`config.mk`:
```
export PLATFORM = sky130hd
export DESIGN_NAME = serial_adder
export DESIGN_NICKNAME = d
export VERILOG_FILES = /design/src/rtl/serial_adder.sv
export SDC_FILE = /design/constraint.sdc
export NUM_CORES = 1
export LEC_CHECK = 0
export ABC_AREA = 0
export CAP_MARGIN = 25
export CORE_MARGIN = 8
export CORE_UTILIZATION = 40
export DETAILED_ROUTE_END_ITERATION = 6
export PLACE_DENSITY = 0.75
export SYNTH_ARGS = -nofsm -noshare
export SYNTH_HDL_FRONTEND = slang
export SYNTH_SLANG_ARGS = --single-unit
```
`constraint.sdc`:
```
create_clock -name clk -period 3.4 [get_ports clk]
set_clock_uncertainty 0.2 [all_clocks]
set_input_delay 0.68 -clock clk [delete_from_list [all_inputs] [get_ports clk]]
set_output_delay 0.68 -clock clk [all_outputs]
set_load 0.1 [all_outputs]
```
`src/rtl/serial_adder.sv`:
```
// Bit-serial unsigned adder: operands are loaded in parallel and summed LSB-first through one
// full-adder cell with a registered carry. The result is presented in parallel with a done pulse.
module serial_adder #(
  parameter int unsigned WIDTH = 8
) (
  input  logic             clk,
  input  logic             rst,
  input  logic             start,
  input  logic [WIDTH-1:0] a,
  input  logic [WIDTH-1:0] b,
  input  logic             cin,
  output logic             busy,
  output logic             done,
  output logic [WIDTH-1:0] sum,
  output logic             cout
);

  localparam int unsigned CntW = (WIDTH > 2) ? $clog2(WIDTH) : 1;
  localparam logic [CntW-1:0] CntLast = CntW'(WIDTH - 1);

  // Encoding chosen so busy and done come straight from state flops.
  localparam logic [1:0] IDLE = 2'b00;
  localparam logic [1:0] RUN  = 2'b01;
  localparam logic [1:0] DONE = 2'b10;

  logic [1:0]       state_q, state_d;
  logic [WIDTH-1:0] a_q, a_d;
  logic [WIDTH-1:0] b_q, b_d;
  logic [WIDTH-1:0] res_q, res_d;
  logic [WIDTH-1:0] sum_q, sum_d;
  logic [CntW-1:0]  cnt_q, cnt_d;
  logic             c_q, c_d;
  logic             cout_q, cout_d;
  logic             s_bit, c_next;

  always_comb begin
    s_bit  = a_q[0] ^ b_q[0] ^ c_q;
    c_next = (a_q[0] & b_q[0]) | (a_q[0] & c_q) | (b_q[0] & c_q);

    state_d = state_q;
    a_d     = a_q;
    b_d     = b_q;
    res_d   = res_q;
    sum_d   = sum_q;
    cnt_d   = cnt_q;
    c_d     = c_q;
    cout_d  = cout_q;

    case (state_q)
      RUN: begin
        a_d   = a_q >> 1;
        b_d   = b_q >> 1;
        c_d   = c_next;
        res_d = {s_bit, res_q[WIDTH-1:1]};
        cnt_d = cnt_q + CntW'(1);
        if (cnt_q == CntLast) begin
          sum_d   = {s_bit, res_q[WIDTH-1:1]};
          cout_d  = c_next;
          state_d = DONE;
        end
      end
      default: begin
        // IDLE and DONE both accept a new request; start during RUN is ignored.
        if (start) begin
          a_d     = a;
          b_d     = b;
          c_d     = cin;
          res_d   = '0;
          cnt_d   = '0;
          state_d = RUN;
        end else begin
          state_d = IDLE;
        end
      end
    endcase
  end

  always_ff @(posedge clk or posedge rst) begin
    if (rst) begin
      state_q <= IDLE;
      a_q     <= '0;
      b_q     <= '0;
      res_q   <= '0;
      sum_q   <= '0;
      cnt_q   <= '0;
      c_q     <= 1'b0;
      cout_q  <= 1'b0;
    end else begin
      state_q <= state_d;
      a_q     <= a_d;
      b_q     <= b_d;
      res_q   <= res_d;
      sum_q   <= sum_d;
      cnt_q   <= cnt_d;
      c_q     <= c_d;
      cout_q  <= cout_d;
    end
  end

  assign busy = state_q[0];
  assign done = state_q[1];
  assign sum  = sum_q;
  assign cout = cout_q;

endmodule

```
==> results of run 1 <==
power by group through the flow:
stage               registers, W  clock network [W]  logic, W
finish                  0.000737           0.000309   0.00102
global route            0.000764           0.000340   0.00108
CTS                     0.000740           0.000320   0.00103
detailed placement      0.000748                  0   0.00103
global placement        0.000738                  0   0.00100
floorplan                0.00109                  0  0.000490
through the flow:
stage,total power (W),instances,hold WS [ns]
after floorplan,0.001580,117,0.2528
after global placement,0.001739,195,0.2686
after detailed placement,0.001780,195,0.2886
after CTS,0.002095,203,0.2970
after global routing,0.002180,203,0.3310
final,0.002065,203,0.2987
state kept, by name (all words and copies together), names as in the netlist:
signal / flops
sum: 8
cnt_q: 3
cout: 1
res_q: 7
b_q: 8
a_q: 8
state_q: 2
c_q: 1
cells in the mapped netlist, drive strengths merged:
master  count  area, um2
dfrtp      38      950.9
fa          1      20.02
buf         7      65.06
mux2       48      593.1
o21a        1      7.510
ha          2      25.02
nor2b      10      62.56
inv         2      7.510
mux2i       3      30.03
nor2        2      7.510
nand2b      2      12.51
nand3b      1      7.510
final cells by class:
class                      instances  area share [%]
tap                               52           2.990
clock buffer                       7           3.968
multi-input combinational         70           35.19
sequential                        38           43.70
inverter                           2          0.3450
clock inverter                     1          0.2300
timing repair buffer              33           13.57
worst paths after layout:
kind | from | endpoint | slack (ns) | depth (start not counted)
max reg2reg | cnt_q[0] | sum[3] | 1.46 | 4
min reg2reg | cnt_q[0] | cnt_q[0] | 0.30 | 1
max | start | b_q[0] | 1.25 | 4
min in group asynchronous | rst | sum[2] | 0.61 | 3
max in group asynchronous | rst | b_q[1] | 2.07 | 3
min | cnt_q[0] | cnt_q[0] | 0.30 | 1
critical path, cell delays in order:
cell             delay, ns
clkdlybuf4s50_1       0.46
buf_4                 0.34
mux2_2                0.38
mux2_2                0.25
logic make-up (layout without fill, tap and decap cells):
group / after synthesis / after routing / share of synthesized area (%)
flip-flops: 38 / 38 / 53.15
buffers and inverters: 9 / 43 / 4.056
AO/OA/AOI/OAI: 1 / 1 / 0.4197
adder cells (fa/ha/maj): 3 / 3 / 2.517
multiplexers: 51 / 51 / 34.83
AND/OR/NAND/NOR: 15 / 15 / 5.035
layer usage:
| layer | routed length (um) | vias to the layer above | part of all wire (%) |
|---|---|---|---|
| met5 | 0 | - | 0 |
| met4 | 66 | 0 | 2.2 |
| met3 | 73 | 7 | 2.4 |
| met2 | 1630 | 18 | 53 |
| met1 | 1296 | 482 | 42 |
| li1 | - | 467 | - |
==> flow_summary.toml, run 1 <==
[critical_path]
cp_max_fo = 28
critPathRequiredTime_ns = 3.37
cp.arrival_ns = 2.12
critPathCaptureType = "flip-flop"
worst-setup-path-type = "in -> reg"
cp-start-kind = "primary input"

[power]
ir_drop_uv = 513.5
pwr-share-comb_pct = 49.4
swShare_pct = 40.72
p_seq_share_pct = 35.7
leakage_nw = 1.035
power_density_nw_per_um2 = 949.1
p_sw_w = 0.0008410
clockPowerShare_pct = 15.0
p_int_w = 0.001224

[placement]
gp_congestion = 0.6922
dpl_worst_slack_ns = 0.9418
hpwl_mm = 2.174
dpl_cell_area_um2 = 2085
port_buffers = 30

[detailed_routing]
routed_wl_mm = 3.067
firstDrtPassIters = 2
num_vias = 974
avgViaCountPerCell = 4.798
post-route-drc-count = 0
ant_nets = 0
dr.first_iter.drc_count = 58
route.detailed.wl_per_inst_um = 15.11

[timing]
fin_ws_ns = 1.250
min_period_ns = 2.150
max_slew_margin_pct = 64.03
fin_crit_sh_pct = 63.24
rsz0062_at_grt = "false"
setup_viol_count_final = 0
final.setup.tns_ns = 0
clock.fmax_mhz = 465.1
worst_pin_slew_ns = 0.5379
drv_slew = 0
hold_violations = 0

[synthesis]
synthesis.area_um2 = 1789
ys_seq_elements = 38
synthDistinctLibCells = 16
synthCells = 117
yosysWarnings = 0
synth_nets = 140
avgSynthCellArea_um2 = 15.29
seq_area_frac_synth_pct = 53.15

[grt]
grt_overflow_total = 0
antenna_found_initial = 0
grt_use_met3_pct = 2.051
busiest_layer = "met2"
grtUsageTotal_pct = 9.311
grt_max_degree = 39
grt_pass1_vias = 1179
use_met2_pct = 16.76
use_met1_pct = 9.696
grt_pass1_wl_mm = 5.306

[finish]
layout_common_cells = "dfrtp_1 (38), mux2_2 (34), clkdlybuf4s50_1 (19), mux2_4 (14), buf_4 (14)"
stdcell_area_um2 = 2176
area_growth_pct = 21.61
utilization_pct = 50.32
num_antenna_cells = 0
layout_commonest_cell = "dfrtp_1"
nets = 173
multi_input_area_um2 = 765.7
nFillCells = 393
regArea_um2 = 950.9
drive_gt1_share_pct = 45.70

[floorplan]
io_pins = 31
start_util_pct = 41.38
core_um2 = 4324
die_h_um = 82.88
fp-row-count = 24
die_w_um = 82.88
die_area_um2 = 6869

[clock_network]
insertion_delay_ns = 0.28
path_clk_slew_ns = 0.07
ctsLongestPathBuffers = 2
cts.sinks = 38
cts_tree = "built"
root_buffer = "clkbuf_8"
post_cts_resized = 0
cts_setup_buffers = 0
hold_buffers = 0
htreeDepth = 2
cts_inserted_buffers = 5

[worst_hold_path]
hold_class = "reg -> reg"

[flow_run]
maxCapViolCount = 0

[run_status]
outcome = "complete, no violations"
Power figures use the tool's default switching activity.
==> inputs of run 2 (changes only) <==
==> constraint.sdc (replaced) <==
create_clock -name clk -period 2.16 [get_ports clk]
set_clock_uncertainty 0.2 [all_clocks]
set_input_delay 0.432 -clock clk [delete_from_list [all_inputs] [get_ports clk]]
set_output_delay 0.432 -clock clk [all_outputs]
set_load 0.1 [all_outputs]
==> run 2 against run 1 <==
Effect of this change:
- global-route usage is 0.25 points higher
- non-clock buffer count grew 1
- clock power up 45%
- first-iteration DRC count decreased by 36%
- clock-buffer cell count decreased by 1
- critical path depth did not move
- sequential power is 59% higher
- die area is the same
==> flow_summary.toml, run 2 (same netlist as run 1, synthesis figures left out) <==
[timing]
worst_pin_slew_ns = 0.5404
final.setup.tns_ns = 0
max_slew_margin_pct = 63.86
rsz0062_at_grt = "false"
fin_crit_sh_pct = 89.11
min_period_ns = 1.925
hold_violations = 0
setup_viol_count_final = 0
drv_slew = 0
clock.fmax_mhz = 519.5
fin_ws_ns = 0.2352

[critical_path]
r2r_cells = 4
cp-start-kind = "flip-flop"
cp-startpoint = "cnt_q[0]"
cp_num_buf_inv = 0
worst-setup-path-type = "reg -> reg"
r2r_start = "cnt_q[0]"
slowest_delay_ns = 0.42
cp_num_cells = 4
cpMostUsedCell = "ha_1"
cpMaxStageDelayCell = "nand3b_1"
cp_cell_sequence = "ha_1 -> ha_1 -> nand3b_1 -> mux2_2"
critPathRequiredTime_ns = 2.13
cp_max_fo = 10
r2r_slack_ns = 0.24
worstSetupEndpoint = "sum[1]"
critPathCaptureType = "flip-flop"
cp.arrival_ns = 1.90
r2r-end = "sum[1]"
path_delay_family = "simple AND/OR/NAND/NOR gates"

[clock_network]
root_buffer = "clkbuf_8"
cts_setup_buffers = 0
htreeDepth = 2
cts_inserted_buffers = 5
post_cts_resized = 0
insertion_delay_ns = 0.28
cts_tree = "built"
hold_buffers = 0
cts.sinks = 38
ctsLongestPathBuffers = 2
path_clk_slew_ns = 0.07

[floorplan]
die_area_um2 = 6869
core_um2 = 4324
io_pins = 31
die_h_um = 82.88
die_w_um = 82.88
fp-row-count = 24
start_util_pct = 41.38

[power]
leakage_nw = 1.042
p_seq_share_pct = 35.9
p_sw_w = 0.001326
ir_drop_uv = 682.7
swShare_pct = 40.84
p_int_w = 0.001921
clockPowerShare_pct = 13.8
power_density_nw_per_um2 = 1469
pwr-share-comb_pct = 50.3

[worst_hold_path]
min_from = "cnt_q[0]"
hold_class = "reg -> reg"

[detailed_routing]
avgViaCountPerCell = 4.833
dr.first_iter.drc_count = 37
ant_nets = 0
num_vias = 981
routed_wl_mm = 3.088
firstDrtPassIters = 3
route.detailed.wl_per_inst_um = 15.21
post-route-drc-count = 0

[placement]
port_buffers = 30
dpl_worst_slack_ns = 0.06143
hpwl_mm = 2.167
gp_congestion = 0.6920
dpl_cell_area_um2 = 2130

[finish]
stdcell_area_um2 = 2210
num_antenna_cells = 0
regArea_um2 = 950.9
drive_gt1_share_pct = 45.70
area_growth_pct = 23.50
nets = 174
multi_input_area_um2 = 765.7
layout_commonest_cell = "dfrtp_1"
nFillCells = 381
layout_common_cells = "dfrtp_1 (38), mux2_2 (34), clkdlybuf4s50_1 (19), mux2_4 (14), buf_4 (12)"

[grt]
grt_pass1_wl_mm = 5.375
grtUsageTotal_pct = 9.560
antenna_found_initial = 0
grt_pass1_vias = 1141
grt_max_degree = 39
grt_overflow_total = 0

[flow_run]
maxCapViolCount = 0

[run_status]
outcome = "complete, no violations"
==> run 2: changes by cell type in the layout (fill, tap and decap cells not counted), sizes merged <==
| cell | delta |
|---|---|
| clkinvlp | +1 |
| buf | +1 |
| clkinv | -1 |
| clkbuf | -1 |
==> run 2: worst min path at each step <==
stage                to  cells after the start
2_1_floorplan  cnt_q[0]                      1
3_3_place_gp   cnt_q[0]                      1
3_5_place_dp   cnt_q[0]                      1
4_1_cts        cnt_q[0]                      1
5_1_grt          sum[2]                      1
6_report       cnt_q[0]                      1
==> run 2: cell type report <==
cell class	instances	share of cell area, %
clock buffers	6	3.284
clock inverters	1	0.3398
inverters	2	0.3398
multi-input cells	70	34.65
flip-flops and latches	38	43.04
well taps	52	2.945
repair buffers	34	15.40
==> run 2: per-stage QoR <==
stage / hold slack, ns / power, W / utilization [%] / cells
6_report: 0.2900 / 0.003247 / 51.10 / 203
5_1_grt: 0.3301 / 0.003437 / 51.10 / 203
4_1_cts: 0.2977 / 0.003296 / 51.10 / 203
3_5_place_dp: 0.2857 / 0.002834 / 49.25 / 196
3_3_place_gp: 0.2673 / 0.002778 / 49.25 / 196
2_1_floorplan: 0.2528 / 0.002487 / - / 117
==> run 2: routing by layer <==
| metal | share of wire [%] | up-vias | track usage [%] |
|---|---|---|---|
| met2 | 52 | 19 | 15.56 |
| met4 | 2.8 | 0 | 7.029 |
| met3 | 4.7 | 8 | 2.832 |
| li1 | - | 465 | - |
| met1 | 40 | 489 | 10.29 |
| met5 | 0 | - | 0 |
==> run 2: power groups by stage <==
stage / combinational, W / clock [W] / sequential (W)
floorplan: 0.000772 / 0 / 0.00172
global placement: 0.00161 / 0 / 0.00117
detailed placement: 0.00165 / 0 / 0.00118
CTS: 0.00165 / 0.000469 / 0.00117
global route: 0.00173 / 0.000501 / 0.00121
finish: 0.00163 / 0.000448 / 0.00117
